[src/rtl/branch_resolve_unit.sv]
// Decode-stage branch resolver: evaluates the condition code on bypassed flags,
// computes the target, and issues a registered PC redirect plus IF/ID flush.
module branch_resolve_unit #(
  parameter int unsigned ADDR_W       = 16,
  parameter int unsigned FLUSH_CYCLES = 1
) (
  input  logic              clk,
  input  logic              rst,
  input  logic              br_valid,
  input  logic              br_is_reg,
  input  logic [2:0]        cond,
  input  logic [8:0]        imm9,
  input  logic [ADDR_W-1:0] reg_target,
  input  logic [ADDR_W-1:0] pc_plus2,
  input  logic              flags_pending,
  input  logic              ovfl,
  input  logic              zero,
  input  logic              sign,
  output logic              stall_id,
  output logic              pc_redirect,
  output logic [ADDR_W-1:0] pc_target,
  output logic              flush_if_id,
  output logic [15:0]       br_taken_cnt
);

  localparam int unsigned CNT_W = 16;
  localparam int unsigned FC_W  = 2;

  typedef enum logic [1:0] {IDLE, WAIT, FLUSH} state_t;

  state_t            r_state;
  logic [FC_W-1:0]   r_flush_cnt;
  logic              r_pc_redirect;
  logic              r_flush_if_id;
  logic [ADDR_W-1:0] r_pc_target;
  logic [CNT_W-1:0]  r_br_taken_cnt;

  logic              w_cond_true;
  logic              w_active;
  logic              w_resolve;
  logic [ADDR_W-1:0] w_offset;
  logic [ADDR_W-1:0] w_target;

  // Condition decode on the live (bypassed) flags
  always_comb begin
    w_cond_true = 1'b0;
    case (cond)
      3'b000: w_cond_true = ~zero;
      3'b001: w_cond_true = zero;
      3'b010: w_cond_true = ~zero & ~sign;
      3'b011: w_cond_true = sign;
      3'b100: w_cond_true = zero | (~zero & ~sign);
      3'b101: w_cond_true = zero | sign;
      3'b110: w_cond_true = ovfl;
      3'b111: w_cond_true = 1'b1;
      default: w_cond_true = 1'b0;
    endcase
  end

  // Word offset: sign-extended imm9 scaled by 2; target wraps silently
  assign w_offset  = {{(ADDR_W-10){imm9[8]}}, imm9, 1'b0};
  assign w_target  = br_is_reg ? reg_target : (pc_plus2 + w_offset);

  // Branches are only looked at outside FLUSH; FLUSH-cycle branches are wrong-path
  assign w_active  = (r_state != FLUSH);
  assign w_resolve = w_active & br_valid & ~flags_pending & w_cond_true;
  assign stall_id  = w_active & br_valid & flags_pending;

  always_ff @(posedge clk or posedge rst) begin
    if (rst) begin
      r_state        <= IDLE;
      r_flush_cnt    <= '0;
      r_pc_redirect  <= 1'b0;
      r_flush_if_id  <= 1'b0;
      r_pc_target    <= '0;
      r_br_taken_cnt <= '0;
    end else begin
      case (r_state)
        IDLE, WAIT: begin
          r_pc_redirect <= 1'b0;
          r_flush_if_id <= 1'b0;
          if (br_valid && flags_pending) begin
            r_state <= WAIT;
          end else if (w_resolve) begin
            r_state       <= FLUSH;
            r_pc_redirect <= 1'b1;
            r_flush_if_id <= 1'b1;
            r_pc_target   <= w_target;
            r_flush_cnt   <= FC_W'(FLUSH_CYCLES - 1);
            if (r_br_taken_cnt != {CNT_W{1'b1}})
              r_br_taken_cnt <= r_br_taken_cnt + CNT_W'(1);
          end else begin
            r_state <= IDLE;
          end
        end
        FLUSH: begin
          r_pc_redirect <= 1'b0;
          if (r_flush_cnt == '0) begin
            r_flush_if_id <= 1'b0;
            r_state       <= IDLE;
          end else begin
            r_flush_cnt <= r_flush_cnt - FC_W'(1);
          end
        end
        default: r_state <= IDLE;
      endcase
    end
  end

  assign pc_redirect  = r_pc_redirect;
  assign flush_if_id  = r_flush_if_id;
  assign pc_target    = r_pc_target;
  assign br_taken_cnt = r_br_taken_cnt;

endmodule

[config.mk]
export PLATFORM = sky130hd
export DESIGN_NAME = branch_resolve_unit
export DESIGN_NICKNAME = d
export VERILOG_FILES = /design/src/rtl/branch_resolve_unit.sv
export SDC_FILE = /design/constraint.sdc
export NUM_CORES = 1
export LEC_CHECK = 0
export BUFFER_PORTS_ARGS = -buffer_cell sky130_fd_sc_hd__buf_4
export CORE_ASPECT_RATIO = 1.1
export CORE_MARGIN = 2
export CORE_UTILIZATION = 51
export DETAILED_ROUTE_END_ITERATION = 6
export GPL_TIMING_DRIVEN = 0
export PLACE_DENSITY = 0.82
export SYNTH_ARGS = -nofsm -noshare
export SYNTH_HDL_FRONTEND = slang
export SYNTH_SLANG_ARGS = --single-unit
[constraint.sdc]
create_clock -name clk -period 2.1 [get_ports clk]
set_input_delay 0.42 -clock clk [delete_from_list [all_inputs] [get_ports clk]]
set_output_delay 0.42 -clock clk [all_outputs]
set_load 0.01 [all_outputs]
; Word-level counts from Yosys, hierarchy flattened
; Cells that the tools add are included.
[word_totals]
regBits = 38
inputBits = 52
output_inout_bits = 35
word_cells = 60
[op_classes]
n_addsub = 3
eq_ne = 15
muxes = 15
bitwise_logic = 11
reduce_logical = 10
[ops]
columns = cell, n
row1 = $add 16x1->16 const B, 1
row2 = $add 16x16->16, 1
row3 = $mux 16, 1
row4 = $ne 16x16->1 const B, 1
row5 = $eq 3x3->1 const B, 4
row6 = $mux 2, 6
row7 = $ne 2x2->1 const B, 5
row8 = $pmux 1 s8, 1
row9 = $pmux 2 s2, 2
row10 = $reduce_and 4->1, 2
row11 = $eq 3x2->1 const B, 2
row12 = $and 1x1->1, 5
row13 = $logic_not 2->1, 2
row14 = $not 1->1, 4
row15 = $pmux 1 s2, 2
row16 = $eq 3x1->1 const B, 1
row17 = $logic_not 3->1, 1
row18 = $mux 1, 3
row19 = $reduce_and 3->1, 1
row20 = $eq 2x1->1 const B, 1
row21 = $eq 2x2->1 const B, 1
row22 = $or 1x1->1, 2
row23 = $reduce_and 2->1, 1
row24 = $reduce_bool 2->1, 1
row25 = 3 further kinds, 3

; Longest topological paths before layout
; Gate-level depths: netlist of run 1.
[logic_depth]
depth_word = 8
mapped_depth = 9
depth_no_buf = 9

; Worst setup path before layout of run 1
; No wires, ideal clock.
[synth_path]
kind = input to register
startpoint = in imm9[0]
endpoint = reg r_pc_target[15], in the netlist pc_target[15]
setup_time_ns = 0.126
t_arrival_ns = 2.170
t_required_ns = 1.974
path_slack_ns = -0.196
stages = 9
path_buffers = 0
cell_sequence = ha_1 -> inv_1 -> fa_1 -> nand2b_1 -> a21oi_1 -> o311a_4 -> o41ai_4 -> xnor2_1 -> a221o_1
[synth_between]
elab_chain_len = 2
[synth_lines]
columns = item, line_no
row1 = "start, declared", 12  ; input logic [8:0] imm9,
row2 = $add 16x16->16, 62  ; assign w_target = br_is_reg ? reg_target : (pc_plus2 + w_offset);
row3 = $mux 16, 62
row4 = "end signal, assigned", 88  ; r_pc_target <= w_target;
row5 = "end, declared", 35  ; logic [ADDR_W-1:0] r_pc_target;
; Every way passes these cells.
; A chain may end at the register's enable or synchronous reset.

; Worst setup path in the final report of run 1
; Ends and elaborated chain as after synthesis.

==> results of run 1 <==
-- through the flow --
step | cells | instance area, µm²
after floorplan | 258 | 2600
after global placement | 402 | 3320
after detailed placement | 402 | 3320
after CTS | 411 | 3420
after global routing | 410 | 3480
final | 410 | 3480
-- where the power goes --
part,switching (W),total [W],internal [W]
Sequential,0.000149,0.00107,0.000918
Clock,0.000250,0.000515,0.000265
Combinational,0.000490,0.00104,0.000549
Total,0.000889,0.00262,0.00173
-- timing repair --
item                                    4_1_cts  5_1_grt
pin swaps                                     1        6
resized for setup                             0       12
endpoints found under the setup margin        1       10
buffers inserted                              1        1
-- flip-flops by register name (all words and copies together) (netlist names) --
register      count
br_taken_cnt     16
pc_target        16
r_flush_cnt       2
r_state           2
flush_if_id       1
pc_redirect       1
-- layer usage --
metal,wire length [µm],vias up,track usage (%)
met3,326,11,5.26
met2,2960,62,36.2
met5,0,-,0
met4,97,0,8.30
li1,-,1122,-
met1,2420,1060,25.9
-- cell families after synthesis --
kind of cell	synth area share, %
buf+inv	4.59
compound gates	20.2
fa+ha+maj	8.60
xor+xnor	8.55
flops	37.1
simple gates	17.7
mux	3.22
-- worst max-delay path, stage by stage --
cell      delay [ps]
buf_4            120
ha_4             160
inv_2             50
fa_2             200
nand2b_4         140
a21oi_4           60
o311a_4          350
o41ai_4          230
xnor2_1          100
a221o_1          330
-- worst max path at each step --
| stage | to | depth (start not counted) |
|---|---|---|
| 4_1_cts | pc_target[14] | 8 |
| 3_3_place_gp | pc_target[14] | 8 |
| 5_1_grt | pc_target[15] | 10 |
| 2_1_floorplan | pc_target[15] | 6 |
| 3_5_place_dp | pc_target[14] | 8 |
| 6_report | pc_target[15] | 10 |
-- synthesized netlist by cell type, types with 2 or more instances --
| cell type | instances |
|---|---|
| nand2b_1 | 3 |
| o21a_1 | 2 |
| and3_1 | 2 |
| xor2_1 | 7 |
| o211ai_1 | 6 |
| and4_1 | 2 |
| nand2_1 | 14 |
| nor2_1 | 22 |
| a21o_1 | 5 |
| nand3_2 | 2 |
| o22ai_1 | 2 |
| and3_2 | 5 |
| clkbuf_1 | 3 |
| mux2_2 | 2 |
| xnor2_1 | 18 |
| nand3_1 | 8 |
| nand4_2 | 2 |
| dfrtp_1 | 38 |
| a41oi_1 | 2 |
| buf_2 | 3 |
| o21ai_0 | 6 |
| ha_1 | 16 |
| a221o_1 | 3 |
| nand4_1 | 6 |
| a21oi_1 | 30 |
| inv_1 | 14 |
| mux2i_1 | 6 |
| a211oi_1 | 3 |
-- cell type report --
type                       instances  area (µm²)
multi-input combinational        196        1590
clock inverter                     1        5.00
fill                             381        1460
timing repair buffer              88         661
sequential                        38         951
inverter                          15        56.3
clock buffer                       7        86.3
buffer                             7        53.8
tap                               58        72.6
==> flow_summary.json, run 1 <==
{
  "tightestPinTransition_ps": 773,
  "cap_violations": 0,
  "synth_area_per_cell_um2": 9.93,
  "fp-row-count": 27,
  "critical_path_class": "in2reg",
  "rsz0062_at_grt": "no",
  "synth_edf_count": 0,
  "synth_seq_cells": 38,
  "yosysTopAreaCellShare_pct": 37.1,
  "cts.sinks": 38,
  "finalHoldViolations": 0,
  "io_pins": 87,
  "final_util_pct": 70.5,
  "n_antenna_cell": 0,
  "die_h_um": 78.3,
  "initial_utilization_pct": 51.9,
  "cp_data_required_time_ps": 2270,
  "yosys_most_used_dff": "dfrtp_1",
  "clockRootBuffer": "clkbuf_8",
  "tns_ps": 0,
  "dr.pass1.iters": 4,
  "finClkSkew_ps": 7.93,
  "crit_path_start_kind": "input port",
  "fp.dieW_um": 71.6,
  "cts_tree": "built",
  "drive_above_1_share_pct": 40.1,
  "die_area_um2": 5610,
  "wl_per_cell_um": 14.2,
  "timing.slew.headroom_pct": 48.4,
  "whs_ps": 270,
  "port_buffers": 86,
  "antenna_found_initial": 0,
  "outcome": "finished clean",
  "hpwl_um": 4430,
  "clock_latency_ps": 290,
  "pwr_density_cell_nw_per_um2": 754,
  "dr_total_vias": 2255,
  "drv_slew": 0,
  "period_share_pct": 95.8,
  "r2r_slack_ps": 110,
  "ant_nets": 0,
  "end_kind": "flip-flop",
  "grt_max_degree": 39,
  "setup_viol": 0,
  "synth_area_leaders": "dfrtp_1 37%, ha_1 7.8%, xnor2_1 6.2%, a21oi_1 5.9%, nor2_1 3.2%",
  "dp_slack_ps": -310,
  "drtIter0Drc": 101,
  "nets": 420,
  "first_global_vias": 2188,
  "synth_fp_nets": 327,
  "grt_usage_pct": 21.4,
  "final_cell_mix": "88 x buf_4, 38 x dfrtp_1, 26 x a21oi_1",
  "critPathArrivalTime_ps": 2180,
  "layout_commonest_cell": "buf_4",
  "cts_max_path_buffers": 2,
  "yosysSeqAreaShare_pct": 37.1,
  "vdd_drop_max_mv": 0.306,
  "crit_path_start": "imm9[0]",
  "h-tree-depth": 2,
  "routabilityCongestion": 0.806,
  "totalPowerFinal_w": 0.00262,
  "synth_top_cell_by_area": "dfrtp_1",
  "period_needed_ps": 2010,
  "hp-class": "in2async",
  "hold_buffers": 0,
  "globalRoute.totalOverflow": 0,
  "viasPerCell": 5.50,
  "reg2reg_from": "br_taken_cnt[4]",
  "crit_path_max_fanout": 4,
  "netlist_area_um2": 2560,
  "post_synth_num_cell_types": 54,
  "wl_um": 5810,
  "netlist_instances": 258,
  "fmax_mhz": 497,
  "drc_errors": 0,
  "leakage_nw": 1.65,
  "core_area_um2": 4930,
  "r2r_end": "br_taken_cnt[5]",
  "fin_ws_ps": 88.6,
  "worstRegToRegCells": 7,
  "clk_pin_slew_worst_paths_ps": 70,
  "ys_warn_count": 0,
  "area_growth_pct": 35.7,
  "cts_buffers": 5,
  "synthArstFlopShare_pct": 100,
  "grt_pass1_wl_um": 9610
}
(Power assumes the default switching activity.)
==> run 2, diff against run 1 <==
clock period = 2.2 ns   (was 2.1 ns; I/O delays follow)
==> flow_summary.json, run 2 (synthesis results as in run 1) <==
{
  "die_area_um2": 5610,
  "grt_usage_pct": 22.5,
  "initial_utilization_pct": 51.9,
  "dr_total_vias": 2277,
  "p_int_w": 0.00164,
  "seq_area_um2": 951,
  "wl_per_cell_um": 14.3,
  "wl_um": 5900,
  "routabilityCongestion": 0.837,
  "leakage_nw": 1.66,
  "clock_latency_ps": 290,
  "fp-row-count": 27,
  "h-tree-depth": 2,
  "layout_commonest_cell": "buf_4",
  "dr.pass1.iters": 4,
  "final_cell_mix": "89 x buf_4, 38 x dfrtp_1, 28 x a21oi_1",
  "critPathArrivalTime_ps": 2280,
  "port_buffers": 86,
  "fmax_mhz": 475,
  "n_antenna_cell": 0,
  "r2r_slack_ps": 160,
  "antenna_found_initial": 0,
  "cap_violations": 0,
  "switching_share_pct": 34.0,
  "drc_errors": 0,
  "clk_pin_slew_worst_paths_ps": 70,
  "r2r_end": "br_taken_cnt[12]",
  "critical-path-slowest-cell": "o311a_4",
  "drv_slew": 0,
  "fp.dieW_um": 71.6,
  "final_area_um2": 3430,
  "hp-class": "in2async",
  "period_share_pct": 95.7,
  "worstRegToRegCells": 6,
  "outcome": "finished clean",
  "clockRootBuffer": "clkbuf_8",
  "max_stage_delay_ps": 340,
  "drive_above_1_share_pct": 37.2,
  "placed_cell_area_um2": 3300,
  "tightestPinTransition_ps": 790,
  "grt_pass1_wl_um": 10100,
  "crit_path_max_fanout": 4,
  "fillers": 407,
  "setup_viol": 0,
  "path_cells": "buf_4 -> ha_1 -> inv_1 -> fa_2 -> nand2b_4 -> a21oi_4 -> o311a_4 -> o41ai_4 -> xnor2_1 -> a221o_1",
  "cts_buffers": 5,
  "end_kind": "flip-flop",
  "reg2reg_from": "r_state[1]",
  "cts_tree": "built",
  "crit_path_start_kind": "input port",
  "globalRoute.totalOverflow": 0,
  "drtIter0Drc": 91,
  "ant_nets": 0,
  "finalHoldViolations": 0,
  "cts_max_path_buffers": 2,
  "timing.slew.headroom_pct": 46.9,
  "clkPwrFrac_pct": 19.7,
  "die_h_um": 78.3,
  "io_pins": 87,
  "nets": 423,
  "cp_data_required_time_ps": 2380,
  "grt_max_degree": 39,
  "hpwl_um": 4640,
  "vdd_drop_max_mv": 0.302,
  "power.switching_w": 0.000847,
  "pwr-share-seq_pct": 41.0,
  "multi_input_area_um2": 1530,
  "critical_path_class": "in2reg",
  "pwr_density_cell_nw_per_um2": 726,
  "finClkSkew_ps": 6.36,
  "core_area_um2": 4930,
  "whs_ps": 291,
  "viasPerCell": 5.51,
  "area_growth_pct": 34.0,
  "p_comb_share_pct": 39.3,
  "period_needed_ps": 2110,
  "first_global_vias": 2212,
  "cts.sinks": 38
}
run 2: metrics by stage:
step,total power (W),cells,TNS (ps),util (%),setup slack (ps)
3_5_place_dp,0.00200,402,-1330,66.8,-301
4_1_cts,0.00250,410,0,68.7,8.36
2_1_floorplan,0.00155,258,-26.6,-,-26.6
3_3_place_gp,0.00197,402,-1060,66.8,-257
5_1_grt,0.00267,413,-3.65,69.6,-3.65
6_report,0.00249,413,0,69.6,94.4
run 2: layout make-up:
cell class / count / area share, %
repair buffers: 89 / 19.5
flip-flops and latches: 38 / 27.7
clock inverters: 1 / 0.146
multi-input cells: 196 / 44.6
plain buffers: 9 / 1.79
clock buffers: 7 / 2.52
well taps: 58 / 2.11
inverters: 15 / 1.64
run 2: repair_timing:
item | in CTS | in global routing
setup endpoints to repair | 0 | 5
resized for setup | 0 | 5
buffers inserted | 0 | 3
hold buffers | 0 | 0
run 2: power by group through the flow:
stage / Sequential (W) / Combinational [W] / Clock, W
2_1_floorplan: 0.00109 / 0.000461 / 0
3_3_place_gp: 0.00103 / 0.000943 / 0
3_5_place_dp: 0.00103 / 0.000966 / 0
4_1_cts: 0.00102 / 0.000974 / 0.000503
5_1_grt: 0.00105 / 0.00107 / 0.000539
6_report: 0.00102 / 0.000980 / 0.000490
run 2: routing by layer:
| metal | part of all wire (%) | up-vias | GRT usage (%) |
|---|---|---|---|
| met1 | 42 | 1074 | 27.9 |
| li1 | - | 1132 | - |
| met2 | 51 | 62 | 39.2 |
| met3 | 5.2 | 9 | 5.52 |
| met5 | 0 | - | 0 |
| met4 | 1.2 | 0 | 5.47 |
run 2: worst max-delay path by stage:
stage / end / slack (ps) / from / cells past startpoint
6_report: pc_target[15] / 90 / imm9[0] / 10
5_1_grt: pc_target[15] / -4 / imm9[0] / 10
4_1_cts: pc_target[14] / 8 / imm9[1] / 8
3_5_place_dp: pc_target[14] / -300 / imm9[1] / 8
3_3_place_gp: pc_target[14] / -260 / imm9[1] / 8
2_1_floorplan: pc_target[15] / -30 / imm9[0] / 9
run 2: critical path, delay by kind of cell:
kind	cells	cell delay, ps
xor+xnor	1	100
fa+ha+maj	2	440
buf+inv	2	200
compound gates	4	960
simple gates	1	140
